File: src/rtl/mips_pkg.sv
// Shared MIPS encoding constants and enums used by the instruction stream
// encoder and the core's control decoder.
package mips_pkg;

    localparam logic [5:0] OP_RTYPE = 6'h00;
    localparam logic [5:0] OP_LW    = 6'h23;
    localparam logic [5:0] OP_SW    = 6'h2B;
    localparam logic [5:0] OP_ADDIU = 6'h09;
    localparam logic [5:0] OP_HALT  = 6'h3F;

    localparam logic [5:0] FN_ADDU  = 6'h21;
    localparam logic [5:0] FN_JR    = 6'h08;

    typedef enum logic [2:0] {
        K_ADDU  = 3'd0,
        K_JR    = 3'd1,
        K_LW    = 3'd2,
        K_SW    = 3'd3,
        K_ADDIU = 3'd4,
        K_HALT  = 3'd5
    } cmd_kind_e;

    typedef enum logic [1:0] {
        ST_IDLE = 2'd0,
        ST_LOAD = 2'd1,
        ST_DONE = 2'd2,
        ST_ERR  = 2'd3
    } enc_state_e;

endpackage

File: src/rtl/instr_pack.sv
// Combinational packer: command kind plus operand fields to one 32-bit MIPS
// word; kinds outside the decoded subset raise illegal and yield zero.
module instr_pack
    import mips_pkg::*;
(
    input  logic [2:0]  kind,
    input  logic [4:0]  rs,
    input  logic [4:0]  rt,
    input  logic [4:0]  rd,
    input  logic [15:0] imm,
    output logic [31:0] word,
    output logic        illegal
);

    // Field assembly per kind; fields a kind does not use are dropped.
    always_comb begin
        word    = 32'h0000_0000;
        illegal = 1'b0;
        case (kind)
            K_ADDU:  word = {OP_RTYPE, rs, rt, rd, 5'b00000, FN_ADDU};
            K_JR:    word = {OP_RTYPE, rs, 15'b000_0000_0000_0000, FN_JR};
            K_LW:    word = {OP_LW, rs, rt, imm};
            K_SW:    word = {OP_SW, rs, rt, imm};
            K_ADDIU: word = {OP_ADDIU, rs, rt, imm};
            K_HALT:  word = {OP_HALT, 26'h000_0000};
            default: illegal = 1'b1;
        endcase
    end

endmodule

File: src/rtl/instr_stream_encoder.sv
// Loader that encodes field commands into MIPS words, writes them to the
// instruction memory one per cycle, and releases the CPU once HALT lands.
module instr_stream_encoder
    import mips_pkg::*;
#(
    parameter int ADDR_W    = 8,
    parameter int DEPTH     = 256,
    parameter int BASE_ADDR = 0
) (
    input  logic              clk,
    input  logic              rst_n,
    input  logic              start,
    input  logic              cmd_valid,
    output logic              cmd_ready,
    input  logic [2:0]        cmd_kind,
    input  logic [4:0]        cmd_rs,
    input  logic [4:0]        cmd_rt,
    input  logic [4:0]        cmd_rd,
    input  logic [15:0]       cmd_imm,
    output logic              imem_we,
    output logic [ADDR_W-1:0] imem_addr,
    output logic [31:0]       imem_wdata,
    output logic [ADDR_W:0]   word_count,
    output logic              busy,
    output logic              cpu_release,
    output logic              err
);

    localparam logic [ADDR_W:0]   DEPTH_C = (ADDR_W+1)'(DEPTH);
    localparam logic [ADDR_W-1:0] BASE_C  = ADDR_W'(BASE_ADDR);

    enc_state_e        state_r;
    logic [ADDR_W-1:0] ptr_r;
    logic [ADDR_W:0]   word_count_r;
    logic              imem_we_r;
    logic [ADDR_W-1:0] imem_addr_r;
    logic [31:0]       imem_wdata_r;
    logic              cpu_release_r;
    logic              err_r;
    logic [31:0]       word_s;
    logic              illegal_s;
    logic              ready_s;
    logic              accept_s;

    instr_pack u_pack (
        .kind    (cmd_kind),
        .rs      (cmd_rs),
        .rt      (cmd_rt),
        .rd      (cmd_rd),
        .imm     (cmd_imm),
        .word    (word_s),
        .illegal (illegal_s)
    );

    // Ready depends only on registered state so the host never sees a loop through cmd_valid.
    always_comb begin
        ready_s  = (state_r == ST_LOAD) && (word_count_r < DEPTH_C);
        accept_s = ready_s && cmd_valid;
    end

    // Session FSM, write pointer and registered imem write port.
    always_ff @(posedge clk) begin
        if (!rst_n) begin
            state_r       <= ST_IDLE;
            ptr_r         <= BASE_C;
            word_count_r  <= '0;
            imem_we_r     <= 1'b0;
            imem_addr_r   <= BASE_C;
            imem_wdata_r  <= 32'h0000_0000;
            cpu_release_r <= 1'b0;
            err_r         <= 1'b0;
        end else begin
            imem_we_r <= 1'b0;
            case (state_r)
                ST_LOAD: begin
                    if (accept_s) begin
                        if (illegal_s) begin
                            state_r <= ST_ERR;
                            err_r   <= 1'b1;
                        end else begin
                            imem_we_r    <= 1'b1;
                            imem_addr_r  <= ptr_r;
                            imem_wdata_r <= word_s;
                            ptr_r        <= ptr_r + ADDR_W'(1);
                            word_count_r <= word_count_r + (ADDR_W+1)'(1);
                            if (cmd_kind == K_HALT) begin
                                state_r       <= ST_DONE;
                                cpu_release_r <= 1'b1;
                            end else begin
                                state_r <= ST_LOAD;
                            end
                        end
                    end else if (word_count_r == DEPTH_C) begin
                        // Memory full without a HALT: the program cannot terminate.
                        state_r <= ST_ERR;
                        err_r   <= 1'b1;
                    end else begin
                        state_r <= ST_LOAD;
                    end
                end
                ST_IDLE, ST_DONE, ST_ERR: begin
                    if (start) begin
                        state_r       <= ST_LOAD;
                        ptr_r         <= BASE_C;
                        word_count_r  <= '0;
                        cpu_release_r <= 1'b0;
                        err_r         <= 1'b0;
                    end else begin
                        state_r <= state_r;
                    end
                end
                default: state_r <= ST_IDLE;
            endcase
        end
    end

    assign cmd_ready   = ready_s;
    assign imem_we     = imem_we_r;
    assign imem_addr   = imem_addr_r;
    assign imem_wdata  = imem_wdata_r;
    assign word_count  = word_count_r;
    assign busy        = (state_r == ST_LOAD);
    assign cpu_release = cpu_release_r;
    assign err         = err_r;

endmodule

File: config.mk
export PLATFORM = sky130hd
export DESIGN_NAME = instr_stream_encoder
export DESIGN_NICKNAME = d
export VERILOG_FILES = /design/src/rtl/mips_pkg.sv /design/src/rtl/instr_pack.sv /design/src/rtl/instr_stream_encoder.sv
export SDC_FILE = /design/constraint.sdc
export NUM_CORES = 1
export LEC_CHECK = 0
export CAP_MARGIN = 20
export CELL_PAD_IN_SITES_DETAIL_PLACEMENT = 0
export CELL_PAD_IN_SITES_GLOBAL_PLACEMENT = 1
export CORE_MARGIN = 2
export CORE_UTILIZATION = 25
export DETAILED_ROUTE_END_ITERATION = 16
export PLACE_DENSITY = 0.68
export SYNTH_ARGS = -nofsm -noshare
export SYNTH_HDL_FRONTEND = slang
export SYNTH_SLANG_ARGS = --single-unit
File: constraint.sdc
create_clock -name clk -period 3 [get_ports clk]
set_input_delay 0.3 -clock clk [delete_from_list [all_inputs] [get_ports clk]]
set_output_delay 0.3 -clock clk [all_outputs]
set_load 0.02 [all_outputs]
==> results of run 1 <==
==> power by group through the flow <==
stage	sequential [mW]	combinational, mW	clock (mW)
after floorplan	0.861	0.0964	0
after global placement	0.843	0.229	0
after global routing	0.828	0.250	0.681
after CTS	0.826	0.232	0.651
final	0.826	0.230	0.622
after detailed placement	0.844	0.230	0
==> cell usage after synthesis (all sizes together) (4+ instances only) <==
cell type	number
a21boi	17
a21oi	18
a221oi	5
a22o	15
buf	11
clkbuf	10
dfxtp	60
ha	6
inv	8
mux2	5
nand2	34
nand3	11
nor2	12
nor2b	6
nor3	4
nor3b	7
o21a	4
o21ai	12
or3	8
==> state kept, by name, indices dropped and copies added, names as in the netlist <==
register     flops
imem_wdata      30
word_count       9
imem_addr        8
ptr_r            8
state_r          2
cpu_release      1
err              1
imem_we          1
==> critical path, cell delays in order <==
cell             delay [ps]
clkdlybuf4s50_1         410
buf_4                   180
ha_1                    350
nor3b_2                 230
and3_1                  210
nor2b_1                 470
a22o_1                  210
==> layout make-up <==
class	count	share of cell area [%]
Timing Repair Buffer	100	25.5
Inverter	8	0.782
Sequential cell	60	31.3
Tap cell	136	4.43
Clock buffer	12	3.78
Multi-Input combinational cell	197	33.6
Clock inverter	4	0.651
==> kinds of logic (layout without fill, tap and decap cells) <==
family	after synthesis	after routing	synth area share [%]
adder cells (fa/ha/maj)	6	6	2.86
XOR/XNOR	2	2	0.667
AO/OA/AOI/OAI	82	82	22.0
flip-flops	60	60	45.8
buffers and inverters	29	124	5.10
AND/OR/NAND/NOR	100	100	20.7
multiplexers	7	7	2.91
==> how the worst max path moves through the flow <==
stage	from	to	slack (ps)	cells past startpoint
2_1_floorplan	cmd_kind[1]	imem_wdata[5]$_SDFFE_PN0P_	1300	8
6_report	cmd_kind[1]	imem_wdata[4]$_SDFFE_PN0P_	920	7
3_5_place_dp	cmd_kind[1]	imem_wdata[6]$_SDFFE_PN0P_	570	7
3_3_place_gp	cmd_kind[1]	imem_wdata[7]$_SDFFE_PN0P_	620	7
4_1_cts	cmd_kind[1]	imem_wdata[4]$_SDFFE_PN0P_	930	7
5_1_grt	cmd_kind[1]	imem_wdata[2]$_SDFFE_PN0P_	790	7
==> through the flow <==
stage / total power [mW] / cell area, um2 / utilization (%) / setup WS, ps / hold slack (ps)
6_report: 1.68 / 3840 / 37.4 / 916 / 461
5_1_grt: 1.76 / 3840 / 37.4 / 786 / 493
4_1_cts: 1.71 / 3840 / 37.4 / 926 / 466
3_5_place_dp: 1.07 / 3670 / 35.7 / 568 / 457
3_3_place_gp: 1.07 / 3670 / 35.7 / 622 / 447
2_1_floorplan: 0.957 / 2630 / - / 1300 / 426
==> layer usage <==
layer	GRT usage, %	vias to the layer above
met4	4.64	0
met2	21.5	60
met1	17.0	1087
met3	3.07	6
met5	0	-
li1	-	1212
==> results.json, run 1 <==
{
  "status": "complete, no violations",
  "r2r-start": "word_count[8]$_SDFFE_PN0P_",
  "grt_overflow": 0,
  "cts.sinks": 60,
  "die_w_um": 106,
  "intPower_mw": 1.25,
  "route.met2.wl_mm": 3.54,
  "tightest_slew_ps": 610,
  "syn_area_um2": 2630,
  "fmax_ghz": 0.480,
  "top_layer": "met4",
  "stdcell_count": 517,
  "synth_area_leaders": "dfxtp_1 46%, a22o_1 5.0%, a21boi_0 4.9%, nand2_1 4.9%, a21oi_1 3.4%",
  "worstSetupEndpointType": "flop",
  "syn_inst": 286,
  "worstReg2RegEnd": "ptr_r[3]$_SDFFE_PN0P_",
  "drive_gt1_share_pct": 8.92,
  "multi_input_area_um2": 1290,
  "cts_tree": "done",
  "drcViolationCount": 0,
  "die_area_um2": 11300,
  "cts_made_buffers": 9,
  "ios": 92,
  "worstPathRequired_ps": 3270,
  "async_reset_ff_share_pct": 0,
  "ir_drop_mv": 0.182,
  "layout_worst_path_cycle_share_pct": 69.5,
  "setup_tns_ps": 0,
  "dp.cells": 501,
  "ant_nets": 0,
  "core_area_um2": 10300,
  "max-clock-path-buffers": 2,
  "rsz0062_at_grt": "false",
  "finalNetCount": 420,
  "hold_depth": 2,
  "drt-wirelength-per-cell_um": 14.2,
  "htreeDepth": 3,
  "met3_length_um": 331,
  "setup-violations-final": 0,
  "hold_buffers": 0,
  "via_count": 2365,
  "p_leak_nw": 1.34,
  "finalHoldViolations": 0,
  "die_h_um": 106,
  "powerDensity_nw_per_um2": 437,
  "worstHoldPathType": "reg -> reg",
  "p_seq_share_pct": 49.2,
  "synth.yosys.warnings": 0,
  "grtUsageTotal_pct": 13.2,
  "drt-met1-wl_mm": 3.36,
  "synth_ff_type": "dfxtp_1",
  "layout_commonest_cell": "clkdlybuf4s50_1",
  "area_delta_synth_final_pct": 46.4,
  "regArea_um2": 1200,
  "drt_iter0_drc": 72,
  "post_cts_buffers": 0,
  "gp_congestion": 0.782,
  "antenna_found_initial": 0,
  "r2r_slack_ps": 1270,
  "clock_skew_ps": 4.22,
  "critPathMaxFanout": 10,
  "port_buffers": 91,
  "grt_pass1_wl_mm": 11.9,
  "cts_resized": 0,
  "netSwitchingPower_mw": 0.426,
  "layout_common_cells": "91 x clkdlybuf4s50_1, 60 x dfxtp_1, 34 x nand2_1, 18 x a21oi_1, 17 x a21boi_0",
  "avgSynthCellArea_um2": 9.18,
  "dr.pass1.iters": 4,
  "rr_worst_depth": 5,
  "rows": 37,
  "cts_root_buf": "clkbuf_8",
  "start_util_pct": 25.5,
  "critPathKind": "in -> reg",
  "swShare_pct": 25.4,
  "synth_top_cell_area_share_pct": 45.8,
  "ys_types": 43,
  "critPathLaunchType": "primary input",
  "synth_nets": 330,
  "path_clk_slew_ps": 70,
  "yosysSeqAreaShare_pct": 45.8,
  "combPwrFrac_pct": 13.7,
  "synth_seq_cells": 60,
  "crit_arrival_ps": 2350,
  "worstHoldStart": "imem_wdata[24]$_SDFFE_PN0P_",
  "n_fill_cell": 1066,
  "clk_latency_ps": 320,
  "via_per_inst": 4.57,
  "min_to": "imem_wdata[24]$_SDFFE_PN0P_",
  "synth-edff-count": 0,
  "slew_headroom_pct": 58.9,
  "pwr-share-clk_pct": 37.1,
  "layout_min_cycle_time_ps": 2080,
  "final_max_slew_viol_count": 0,
  "grt_max_degree": 34,
  "grt_pass1_vias": 2450,
  "drt_wl_total_mm": 7.32,
  "yosysTopAreaCell": "dfxtp_1",
  "hpwl_mm": 5.28,
  "antenna_cells": 0,
  "cap_violations": 0
}
(Power assumes the default switching activity.)
==> run 2: changes to the inputs <==
clock period = 2.1 ns   (was 3 ns; I/O delays follow)
==> run 2 against run 1 <==
  * First-iteration DRC count rose by 26%
  * Die area did not move
  * Global-route usage fell by 0.14 points
  * Critical path type is now reg -> out
  * Largest power group is now the clock network
==> results.json, run 2 (synthesized netlist as in run 1, its figures left out) <==
{
  "via_count": 2422,
  "crit_slowest_cell": "clkdlybuf4s50_1",
  "finalHoldViolations": 0,
  "htreeDepth": 3,
  "layout_common_cells": "91 x clkdlybuf4s50_1, 60 x dfxtp_1, 34 x nand2_1, 18 x a21oi_1, 17 x a21boi_0",
  "largest_register_ffs": 30,
  "ir_drop_mv": 0.279,
  "setup_tns_ps": 0,
  "layout_min_cycle_time_ps": 1870,
  "drt-wirelength-per-cell_um": 13.9,
  "path_cells": "nand2b_2, inv_2, clkdlybuf4s50_1",
  "final_max_slew_viol_count": 0,
  "antenna_cells": 0,
  "worstHoldPathType": "in -> reg",
  "clock_skew_ps": 8.31,
  "critPathLaunchType": "flop",
  "max-clock-path-buffers": 2,
  "layout_worst_path_cycle_share_pct": 89.2,
  "path_clk_slew_ps": 70,
  "setup-violations-final": 0,
  "p_leak_nw": 1.42,
  "status": "complete, no violations",
  "area_delta_synth_final_pct": 51.3,
  "gp_congestion": 0.758,
  "die_area_um2": 11300,
  "finish.utilization_pct": 38.7,
  "antenna_found_initial": 0,
  "preCtsSetupSlack_ps": 2.82,
  "cts_root_buf": "clkbuf_8",
  "cpPeakStageDelay_ps": 630,
  "cts_resized": 0,
  "min_to": "imem_wdata[22]$_SDFFE_PN0P_",
  "rsz0062_at_grt": "false",
  "start_util_pct": 25.5,
  "finalNetCount": 427,
  "setup_slack_ps": 227,
  "critPathMaxFanout": 7,
  "rows": 37,
  "die_h_um": 106,
  "port_buffers": 91,
  "hpwl_mm": 5.27,
  "ios": 92,
  "tightest_slew_ps": 606,
  "die_w_um": 106,
  "grt_pass1_vias": 2340,
  "worstSetupEndpointType": "primary output",
  "ant_nets": 0,
  "core_area_um2": 10300,
  "fmax_ghz": 0.534,
  "powerDensity_nw_per_um2": 688,
  "critPathKind": "reg -> out",
  "grtUsageTotal_pct": 13.0,
  "cts_tree": "done",
  "cts_made_buffers": 9,
  "design_area_um2": 3970,
  "grt_overflow": 0,
  "hold_buffers": 0,
  "r2r_slack_ps": 400,
  "drt_iter0_drc": 91,
  "drcViolationCount": 0,
  "r2r-start": "state_r[1]$_SDFFE_PN0P_",
  "grt_max_degree": 23,
  "hold_depth": 3,
  "worstHoldStart": "cmd_rs[1]",
  "grt_pass1_wl_mm": 11.7,
  "via_per_inst": 4.62,
  "crit_arrival_ps": 1660,
  "layout_commonest_cell": "clkdlybuf4s50_1",
  "cts.sinks": 60,
  "dr.pass1.iters": 4,
  "worstPathRequired_ps": 1890,
  "clk_latency_ps": 330,
  "slew_headroom_pct": 59.5,
  "dpl_cell_area_um2": 3740,
  "drive_gt1_share_pct": 11.1,
  "cap_violations": 0,
  "post_cts_buffers": 0,
  "worstReg2RegEnd": "imem_wdata[2]$_SDFFE_PN0P_",
  "drt_wl_total_mm": 7.27,
  "rr_worst_depth": 5
}
## run 2: worst max-delay path by stage
stage,startpoint,end,slack (ps),depth (start not counted)
final,state_r[1]$_SDFFE_PN0P_,busy,230,3
after global routing,state_r[1]$_SDFFE_PN0P_,busy,160,3
after CTS,state_r[1]$_SDFFE_PN0P_,busy,210,3
after detailed placement,cmd_kind[1],imem_wdata[2]$_SDFFE_PN0P_,3,6
after global placement,cmd_kind[1],imem_wdata[9]$_SDFFE_PN0P_,100,6
after floorplan,cmd_kind[1],imem_wdata[5]$_SDFFE_PN0P_,490,8
## run 2: per-stage QoR
step                power [mW]  hold slack [ps]  std cells
floorplan                 1.37              336        286
global placement          1.55              451        508
detailed placement        1.55              456        508
CTS                       2.77              439        524
global route              2.85              465        524
finish                    2.73              452        524
## run 2: routing by layer
layer	vias to the layer above	part of all wire, %	track usage, %
met5	-	0	0
met4	0	0.88	5.84
met3	4	3.8	2.76
met2	52	46	20.5
met1	1148	49	17.1
li1	1218	-	-
## run 2: area by class of cell
| type | instances | area [um2] |
|---|---|---|
| fillers | 1066 | 6300 |
| multi-input cells | 197 | 1290 |
| flip-flops and latches | 60 | 1200 |
| repair buffers | 107 | 1040 |
| well taps | 136 | 170 |
| clock buffers | 12 | 165 |
| clock inverters | 4 | 70.1 |
| inverters | 8 | 30.0 |
## run 2: critical path: cells and delay by family, from the launching register on
kind,cells,cell delay (ps)
simple gates,1,230
flops,1,330
buf+inv,2,780
## run 2: power breakdown
| group | total [mW] | leakage [nW] | internal [mW] | switching [mW] |
|---|---|---|---|---|
| clock | 1.21 | 0.122 | 0.762 | 0.448 |
| sequential | 1.18 | 0.486 | 1.16 | 0.0173 |
| combinational | 0.343 | 0.808 | 0.178 | 0.164 |
==> run 3: changes to the inputs <==
PLACE_DENSITY = 0.72   (was 0.68)
==> run 3 against run 2 <==
  * Cell count shrank 0.38%
  * Largest power group is now sequential cells
  * Sequential share of layout area grew 0.16 points
  * Critical path depth is the same
  * Highest routed layer unchanged
  * Critical endpoint unchanged
  * Largest cell class unchanged
==> results.json, run 3 (synthesized netlist as in run 1, its figures left out) <==
{
  "path_clk_slew_ps": 60,
  "fmax_ghz": 0.535,
  "dp.cells": 506,
  "max-clock-path-buffers": 2,
  "worstHoldPathType": "in -> reg",
  "critPathKind": "reg -> out",
  "drt-wirelength-per-cell_um": 13.9,
  "design_area_um2": 3950,
  "via_count": 2407,
  "layout_common_cells": "91 x clkdlybuf4s50_1, 60 x dfxtp_1, 34 x nand2_1, 18 x a21oi_1, 17 x a21boi_0",
  "dpl_cell_area_um2": 3730,
  "ir_drop_mv": 0.343,
  "status": "complete, no violations",
  "core_area_um2": 10300,
  "setup_tns_ps": 0,
  "cts.sinks": 60,
  "finalHoldViolations": 0,
  "die_h_um": 106,
  "drive_gt1_share_pct": 10.4,
  "p_leak_nw": 1.40,
  "grt_pass1_vias": 2317,
  "grt_max_degree": 25,
  "drt_wl_total_mm": 7.28,
  "n_fill_cell": 1063,
  "setup-violations-final": 0,
  "holdWs_ps": 456,
  "grt_pass1_wl_mm": 11.8,
  "hpwl_mm": 5.26,
  "area_delta_synth_final_pct": 50.5,
  "layout_commonest_cell": "clkdlybuf4s50_1",
  "final_max_slew_viol_count": 0,
  "antenna_cells": 0,
  "antenna_found_initial": 0,
  "regArea_um2": 1200,
  "cts_made_buffers": 9,
  "layout_worst_path_cycle_share_pct": 89.1,
  "grtUsageTotal_pct": 13.2,
  "critPathMaxFanout": 7,
  "worstSetupEndpointType": "primary output",
  "cts_tree": "done",
  "cts_resized": 0,
  "clk_latency_ps": 330,
  "rows": 37,
  "powerDensity_nw_per_um2": 674,
  "start_util_pct": 25.5,
  "dr.pass1.iters": 4,
  "worstPathRequired_ps": 1890,
  "die_area_um2": 11300,
  "clock_skew_ps": 6.92,
  "finalNetCount": 425,
  "layout_min_cycle_time_ps": 1870,
  "cap_violations": 0,
  "drt_iter0_drc": 118,
  "htreeDepth": 3,
  "gp_congestion": 0.763,
  "drcViolationCount": 0,
  "port_buffers": 91,
  "critPathLaunchType": "flop",
  "cts_root_buf": "clkbuf_8",
  "die_w_um": 106,
  "post_cts_buffers": 0,
  "slew_headroom_pct": 58.7,
  "multi_input_area_um2": 1290,
  "hold_buffers": 0,
  "finish.utilization_pct": 38.4,
  "stdcell_count": 522,
  "via_per_inst": 4.61,
  "grt_overflow": 0,
  "tightest_slew_ps": 614,
  "rsz0062_at_grt": "false",
  "crit_arrival_ps": 1660,
  "largest_register_ffs": 30,
  "ant_nets": 0,
  "ios": 92
}
[run 3: changes by cell type in the layout (fill, tap and decap cells not counted)]
cell,delta
buf_4,-3
buf_12,+1
clkinv_2,+1
clkbuf_8,-2
clkbuf_1,+1
[run 3: power by group]
part           leakage, nW  switching (mW)  total, mW  internal (mW)
Clock                0.113           0.443       1.14          0.695
Sequential           0.486          0.0173       1.18           1.16
Combinational        0.803           0.164      0.343          0.179
[run 3: final timing paths]
| check | from | to | slack (ps) | depth (start not counted) |
|---|---|---|---|---|
| worst max-delay path | state_r[1]$_SDFFE_PN0P_ | busy | 230 | 3 |
| worst min register to register | imem_addr[3]$_SDFFE_PN0P_ | imem_addr[3]$_SDFFE_PN0P_ | 460 | 2 |
| worst max register to register | state_r[1]$_SDFFE_PN0P_ | imem_wdata[8]$_SDFFE_PN0P_ | 400 | 5 |
| worst min-delay path | cmd_rs[4] | imem_wdata[25]$_SDFFE_PN0P_ | 460 | 3 |
[run 3: area by class of cell]
class,instances,share of cell area [%]
flip-flops and latches,60,30.4
repair buffers,105,26.3
multi-input cells,197,32.7
clock buffers,11,3.58
well taps,136,4.31
inverters,8,0.760
clock inverters,5,1.90
[run 3: through the flow]
stage	power, mW	setup WS (ps)
2_1_floorplan	1.37	488
3_3_place_gp	1.55	77.0
3_5_place_dp	1.55	-41.6
4_1_cts	2.70	198
5_1_grt	2.77	136
6_report	2.66	230
[run 3: routing by layer]
layer | routed length [um] | GRT usage, % | up-vias
met5 | 0 | 0 | -
met1 | 3490 | 18.5 | 1112
met3 | 296 | 2.58 | 17
met2 | 3300 | 19.1 | 60
met4 | 189 | 6.68 | 0
li1 | - | - | 1218
[run 3: worst max-delay path, stage by stage, from the launching register on]
cell and delay (ps):
dfxtp_1 320, nand2b_2 230, inv_2 150, clkdlybuf4s50_1 630
